==> src/rtl/tx_sched_cmd_arb.sv <==
// Round-robin arbiter sharing the TX scheduler command port among NUM_SRC requesters.
// Optional merging of compatible same-flow commands: define TX_SCHED_ARB_COALESCE_EN.

package tx_sched_cmd_arb_pkg;

  localparam logic [1:0] CMD_NOP   = 2'd0;
  localparam logic [1:0] CMD_SET   = 2'd1;
  localparam logic [1:0] CMD_CLEAR = 2'd2;

  typedef struct packed {
    logic [1:0]  cmd;
    logic [15:0] timestamp;
  } pend_field_t;

  typedef struct packed {
    logic [15:0] flowid;
    pend_field_t ack_pend_set_clear;
    pend_field_t data_pend_set_clear;
    pend_field_t rt_pend_set_clear;
  } sched_cmd_struct;

endpackage

module tx_sched_cmd_arb
  import tx_sched_cmd_arb_pkg::*;
#(
  parameter int NUM_SRC = 3,
  parameter int SRC_W   = $clog2(NUM_SRC)
) (
  input  logic                                 clk,
  input  logic                                 rst_n,
  input  logic            [NUM_SRC-1:0]        src_cmd_val,
  input  sched_cmd_struct [NUM_SRC-1:0]        src_cmd_data,
  output logic            [NUM_SRC-1:0]        src_cmd_rdy,
  output logic                                 arb_tx_sched_cmd_val,
  output sched_cmd_struct                      arb_tx_sched_cmd_data,
  input  logic                                 tx_sched_arb_cmd_rdy
);

  logic                 r_out_val;
  sched_cmd_struct      r_out_data;
  logic [SRC_W-1:0]     r_rr_ptr;

  logic                 w_load;
  logic                 w_found;
  int                   w_win_idx;
  int                   w_scan_idx;
  logic [NUM_SRC-1:0]   w_grant;
  sched_cmd_struct      w_acc;
  logic [SRC_W-1:0]     w_next_ptr;

`ifdef TX_SCHED_ARB_COALESCE_EN
  function automatic logic fieldFree(input pend_field_t a, input pend_field_t b);
    return (a.cmd == CMD_NOP) || (b.cmd == CMD_NOP);
  endfunction

  function automatic logic canMerge(input sched_cmd_struct acc, input sched_cmd_struct nxt);
    return (acc.flowid == nxt.flowid) &&
           fieldFree(acc.ack_pend_set_clear,  nxt.ack_pend_set_clear) &&
           fieldFree(acc.data_pend_set_clear, nxt.data_pend_set_clear) &&
           fieldFree(acc.rt_pend_set_clear,   nxt.rt_pend_set_clear);
  endfunction

  function automatic sched_cmd_struct mergeCmd(input sched_cmd_struct acc, input sched_cmd_struct nxt);
    sched_cmd_struct res;
    res = acc;
    if (acc.ack_pend_set_clear.cmd == CMD_NOP)  res.ack_pend_set_clear  = nxt.ack_pend_set_clear;
    if (acc.data_pend_set_clear.cmd == CMD_NOP) res.data_pend_set_clear = nxt.data_pend_set_clear;
    if (acc.rt_pend_set_clear.cmd == CMD_NOP)   res.rt_pend_set_clear   = nxt.rt_pend_set_clear;
    return res;
  endfunction
`endif

  assign w_load = ~r_out_val | tx_sched_arb_cmd_rdy;

  // Scan from the pointer; the first valid source wins, later ones may be merged into it.
  always_comb begin
    w_found    = 1'b0;
    w_win_idx  = 0;
    w_scan_idx = 0;
    w_grant    = '0;
    w_acc      = '0;
    for (int k = 0; k < NUM_SRC; k++) begin
      w_scan_idx = int'(r_rr_ptr) + k;
      if (w_scan_idx >= NUM_SRC) w_scan_idx = w_scan_idx - NUM_SRC;
      if (src_cmd_val[w_scan_idx]) begin
        if (!w_found) begin
          w_found             = 1'b1;
          w_win_idx           = w_scan_idx;
          w_grant[w_scan_idx] = 1'b1;
          w_acc               = src_cmd_data[w_scan_idx];
        end
`ifdef TX_SCHED_ARB_COALESCE_EN
        else if (canMerge(w_acc, src_cmd_data[w_scan_idx])) begin
          w_grant[w_scan_idx] = 1'b1;
          w_acc               = mergeCmd(w_acc, src_cmd_data[w_scan_idx]);
        end
`endif
      end
    end
    if (!w_load) w_grant = '0;
  end

  always_comb begin
    w_next_ptr = '0;
    if (w_win_idx != NUM_SRC - 1) w_next_ptr = SRC_W'(w_win_idx + 1);
  end

  always_ff @(posedge clk or negedge rst_n) begin
    if (!rst_n) begin
      r_out_val  <= 1'b0;
      r_out_data <= '0;
      r_rr_ptr   <= '0;
    end else if (w_load) begin
      if (w_found) begin
        r_out_val  <= 1'b1;
        r_out_data <= w_acc;
        r_rr_ptr   <= w_next_ptr;
      end else begin
        r_out_val  <= 1'b0;
      end
    end
  end

  // Reset gates the combinational accept so nothing is taken while the block is held.
  assign src_cmd_rdy           = w_grant & {NUM_SRC{rst_n}};
  assign arb_tx_sched_cmd_val  = r_out_val;
  assign arb_tx_sched_cmd_data = r_out_data;

endmodule

==> config.mk <==
export PLATFORM = sky130hd
export DESIGN_NAME = tx_sched_cmd_arb
export DESIGN_NICKNAME = d
export VERILOG_FILES = /design/src/rtl/tx_sched_cmd_arb.sv
export SDC_FILE = /design/constraint.sdc
export NUM_CORES = 1
export LEC_CHECK = 0
export ABC_CLOCK_PERIOD_IN_PS = 2500
export BUFFER_PORTS_ARGS = -buffer_cell sky130_fd_sc_hd__buf_2
export CAP_MARGIN = 10
export CORE_AREA = 5 5 143 145
export DETAILED_ROUTE_END_ITERATION = 6
export DIE_AREA = 0 0 148 150
export PLACE_DENSITY = 0.76
export SLEW_MARGIN = 0
export SYNTH_ARGS = -nofsm -noshare
export SYNTH_HDL_FRONTEND = slang
export SYNTH_SLANG_ARGS = --single-unit
==> constraint.sdc <==
create_clock -name clk -period 2.5 [get_ports clk]
set_input_delay 0.375 -clock clk [delete_from_list [all_inputs] [get_ports clk]]
set_output_delay 0.375 -clock clk [all_outputs]
set_load 0.02 [all_outputs]
[Yosys cells after proc, flatten, opt, wreduce, memory -nomap -nowiden]
Cells that the tools add are included.
Widths: inputs -> output; s select.
Storage, ports and cells
  register bits after elaboration: 73
  latch bits: 0
  bits in writable memories: 0
  memory bits (read-only): 0
  word-level logic and storage cells: 82
  memories kept: 0
Operators by class
  $add $sub $neg: 6
  $mul: 0
  divide/modulo/power cells: 0
  order comparisons: 9
  equality and inequality tests: 1
  shift-type cells: 0
  multiplexer cells: 48
  bitwise gates (word level): 5
  reductions and logical operators: 4
Operators with widths (number)
  $mux 70: 11
  $bmux 70 s2: 3
  $mux 32: 8
  $ge 32x1->1 const B: 3
  $lt 32x4->1 const B: 3
  $ne 32x3->1 const B: 1
  $mux 3: 6
  $mux 1: 13
  $sub 3x2->4 const B: 2
  $bmux 1 s2: 3
  $demux 1 s2: 3
  $ge 3x2->1 const B: 2
  $or 3x3->3: 2
  $add 2x1->3 const B: 1
  $add 2x2->3 const B: 1
  $and 3x3->3: 1
  $logic_and 1x1->1: 3
  $sub 2x2->3 const B: 1
  $add 2x2->2 const B: 1
  $ge 2x2->1 const B: 1
  $mux 2: 1
  $reduce_and 2->1: 1
  $not 1->1: 1
  $or 1x1->1: 1

[Longest topological paths before layout]
  depth in word-level cells: 15
  depth in mapped cells: 14

[Least setup slack after synthesis]
OpenSTA, ideal clock, no wires.
  kind: flip-flop to output port
  from: reg r_rr_ptr[1]
  to: out src_cmd_rdy[1]
  arrival: 2.338 ns
  required time: 2.125 ns
  slack: -0.213 ns
  cell stages (with the launch flop): 10
  path through: dfrtp_1 > inv_1 > ha_1 > buf_2 > mux2i_1 > a2bb2oi_2 > buf_2 > nor3b_2 > a221oi_1 > nor2_1
Between the ends
  cells in the longest elaborated chain, start to end: 15
  elaborated cells on any way between the ends: 46
  classes of those cells: 5 x add/sub; 9 x order compare; 26 x mux; 3 x bitwise; 3 x reduce/logical
Ends and longest elaborated chain
  start, declared: RTL line 42  | logic [SRC_W-1:0] r_rr_ptr;
  start signal, assigned: RTL line 118  | r_rr_ptr <= w_next_ptr;
  $add 2x1->3, or another cell as far along: RTL line 84  | w_scan_idx = int'(r_rr_ptr) + k;
  $sub 3x2->4, or another cell as far along: RTL line 85  | if (w_scan_idx >= NUM_SRC) w_scan_idx = w_scan_idx - NUM_SRC;
  $mux 32, or another cell as far along: RTL line 85
  $ge 32x1->1 (implied by the code), or another cell as far along: RTL line 90  | w_grant[w_scan_idx] = 1'b1;
  $logic_and 1x1->1 (implied by the code) or $mux 1 (tied branches): RTL line 90
  $mux 1 (implied by the code) or $demux 1 s2 (tied branches): RTL line 90
  $demux 1 s2 or $mux 3 (tied branches): RTL line 90, 86
  $or 3x3->3 (no line)
  $mux 3: RTL line 87  | if (!w_found) begin
  $mux 3: RTL line 86  | if (src_cmd_val[w_scan_idx]) begin
  $or 3x3->3 (no line)
  $mux 3: RTL line 87
  $mux 3 (*): RTL line 86
  $mux 3 (*): RTL line 101  | if (!w_load) w_grant = '0;
  $and 3x3->3 (*): RTL line 126  | assign src_cmd_rdy = w_grant & {NUM_SRC{rst_n}};
  end, declared: RTL line 34  | output logic [NUM_SRC-1:0] src_cmd_rdy,
Mark *: on every way between the ends. The rest lies on a longest branch, timed or not. The select of a mux whose other input is x is not followed.

[Final worst setup path]
  from: reg r_rr_ptr[0]
  to: out src_cmd_rdy[1]
The elaborated chain is that of the path after synthesis.

==> results.ini <==
[outcome]
outcome = finished with violations
failed_checks = setup timing

[pwr]
pwr-share-seq = 0.125
p_comb_frac = 0.802
netSwitchingFraction = 0.527
peakVddDrop_mv = 1.05
p_sw_mw = 9.25
p_clk_frac = 0.072
p_leak_nw = 5.04
power-per-cell-area_nw_per_um2 = 1620
p_int_mw = 8.30

[clocking]
cts_root_buf = clkbuf_16
clock_tree.buffer_depth = 2
cts_tree = yes
cts_made_buffers = 9
insertion_delay_ns = 0.34
cts_num_sinks = 73
path_clk_slew_ns = 0.06
htreeDepth = 3

[logic_synthesis]
netlist_area_um2 = 8380
ys_async_sr_fraction = 1.00
synth-edff-count = 0
synth_seq_cells = 73
ys.flop_type = dfrtp_1
synth_top_area_frac = 0.255
syn_avg_cell_area_um2 = 7.63
yosys-top-cells-area = mux2i_1 25%, dfrtp_1 22%, a21oi_1 16%, nor2_1 9.4%, a22o_1 7.3%
yosysWarningCount = 0
yosysTopAreaCell = mux2i_1
syn_nets = 1321
synthDistinctLibCells = 39
synth.most_common_cell = a21oi_1
postSynthCellCount = 1098
synth_common_cells = 271 x a21oi_1, 213 x mux2i_1, 210 x nor2_1
synth-seq-area-share = 0.218

[sta]
timing.final.crit_share = 1.06
fin_ws_ns = -0.145
worstMarginPinSlew_ns = 0.699
relSlewSlack = 0.534
holdWs_ns = 0.373
max_freq_mhz = 378
rsz0062_at_grt = yes
slew_viol_final = 0
finalSetupViolations = 17
finalHoldViolations = 0
period_minus_slack_ns = 2.64
fin_skew_ns = 0.00839

[critical_path]
critPathCaptureType = primary output
cpPeakStageDelay_ns = 0.38
arrival_ns = 2.27
cp_top_family = buffers and inverters
cp.required_ns = 2.12
path_buf_inv = 4
cp-start-kind = register
crit_chain = inv_2, buf_4, ha_4, mux2i_4, a2bb2oi_2, buf_4, nor3b_4, a221oi_2, nor2_2, buf_4
cp_slowest_cell = dfrtp_1
crit_path_max_fanout = 6
worstSetupPathType = reg2out
crit_top_cell = buf_4

[drt]
ant_nets = 0
dr_wl_met3_mm = 2.87
drt_first_iter_violations = 967
dr.pass1.iters = 5
top_layer_used = met4
dr_wl_met2_mm = 15.7
drt-total-wl_mm = 32.8
wl_per_cell_um = 20.6
drc = 0
via_count = 10000
met1_length_mm = 13.3
avgViaCountPerCell = 6.31

[cells_and_area]
area_delta_synth_final_pct = 29.4
fillers = 1719
instances_no_fill = 1589
final_layout_size_suffix_gt1_frac = 0.298
final_nets = 1567

[floorplan]
rows = 51
fp.dieW_um = 148
fp.dieArea_um2 = 22200
initial_core_util = 0.439
core_um2 = 19100
die_h_um = 150
ioPinCount = 290

[placed_design]
globalplace.congestion = 0.851
portBuffers = 289
dp_hpwl_mm = 20.1
placed_cells = 1544

[flow_run]
cap_violations = 0

[min_path]
min_path_type = in2async

[grt]
grt_antenna_before_repair = 3
grt_max_degree = 107
overflow = 0
grt_pass1_vias = 9489
grt_pass1_wl_mm = 48.4
grt_usage = 0.265

[layout by cell type, fill, tap and decap left out, types with 2 or more instances in the layout]
cell type and count:
buf_4 42, nor2b_4 2, nand2b_1 2, o22ai_1 3
o31ai_1 6, clkinv_2 3, inv_1 4, clkbuf_16 15
nor2_1 206, o2bb2ai_1 5, nor2_2 3, ha_1 4
clkbuf_8 3, buf_6 10, inv_2 3, a211oi_1 5
a22o_1 70, dfrtp_1 73, ha_4 3, o221ai_1 65
buf_2 286, mux2i_1 209, diode_2 3, mux2i_4 3
a21oi_1 269, nand2_1 13, buf_12 8, a31oi_1 2
[logic make-up (layout without fill, tap and decap cells)]
kind of cell               after synthesis  after routing  synth area share
muxes                                  215            215             0.257
buffers and inverters                  127            376            0.0687
and+or+nand+nor                        238            238             0.112
adders and majority gates                7              7            0.0105
AOI/OAI and AO/OA                      438            439             0.334
DFF                                     73             73             0.218
other                                    0              3                 0
[state kept, by name (all words and copies together), names as in the netlist]
signal                 cells
arb_tx_sched_cmd_data     70
arb_tx_sched_cmd_val       1
r_rr_ptr                   2
[power by group through the flow]
stage | clock [mW] | sequential, mW | combinational, mW
after floorplan | 0 | 2.77 | 8.90
after global placement | 0 | 2.20 | 12.6
after detailed placement | 0 | 2.18 | 12.9
after CTS | 1.30 | 2.18 | 13.2
after global routing | 1.34 | 2.24 | 15.2
final | 1.27 | 2.20 | 14.1
[per-stage QoR]
stage / TNS (ns) / cell area (um2) / util / power [mW] / setup WS (ns)
2_1_floorplan: -0.00932 / 8400 / - / 11.7 / -0.00606
3_3_place_gp: 0 / 10100 / 0.528 / 14.8 / 0.0535
3_5_place_dp: 0 / 10100 / 0.528 / 15.1 / 0.00547
4_1_cts: -0.290 / 10500 / 0.553 / 16.7 / -0.0991
5_1_grt: -3.67 / 10800 / 0.568 / 18.7 / -0.228
6_report: -0.574 / 10800 / 0.568 / 17.6 / -0.145
[repair_timing]
item | CTS | global route
setup buffers | 12 | 7
endpoints found under the setup margin | 6 | 61
endpoints found under the hold margin | 1 | 0
pin swaps | 6 | 22
resized for setup | 20 | 16
gates cloned | 0 | 7
hold buffers | 1 | 0
[path summary, 6_finish.rpt]
| check | startpoint | end | slack [ns] | cells after the start |
|---|---|---|---|---|
| max | r_rr_ptr[0] | src_cmd_rdy[1] | -0.14 | 10 |
| min | rst_n | arb_tx_sched_cmd_data[37] | 0.37 | 2 |
| max reg2reg | r_rr_ptr[0] | arb_tx_sched_cmd_data[28] | -0.04 | 11 |
| min reg2reg | arb_tx_sched_cmd_data[68] | arb_tx_sched_cmd_data[68] | 0.50 | 1 |
| max in group asynchronous | rst_n | arb_tx_sched_cmd_data[15] | 1.41 | 3 |
| min in group clk | tx_sched_arb_cmd_rdy | arb_tx_sched_cmd_val | 0.41 | 4 |
[cell type report]
cell class              count  area [um2]  area share
flip-flops and latches     73        1830       0.168
multi-input cells         899        6190       0.571
repair buffers            354        2210       0.204
well taps                 238         298      0.0275
inverters                   7        26.3     0.00242
diodes                      3        7.51    0.000692
clock inverters             3        15.0     0.00138
clock buffers              12         267      0.0246
[routing by layer]
layer | vias up | track usage
li1 | 4615 | -
met1 | 4740 | 0.330
met2 | 587 | 0.451
met5 | - | 0
met3 | 85 | 0.0506
met4 | 0 | 0.111
Note: power is estimated with default switching activity, not from simulation.
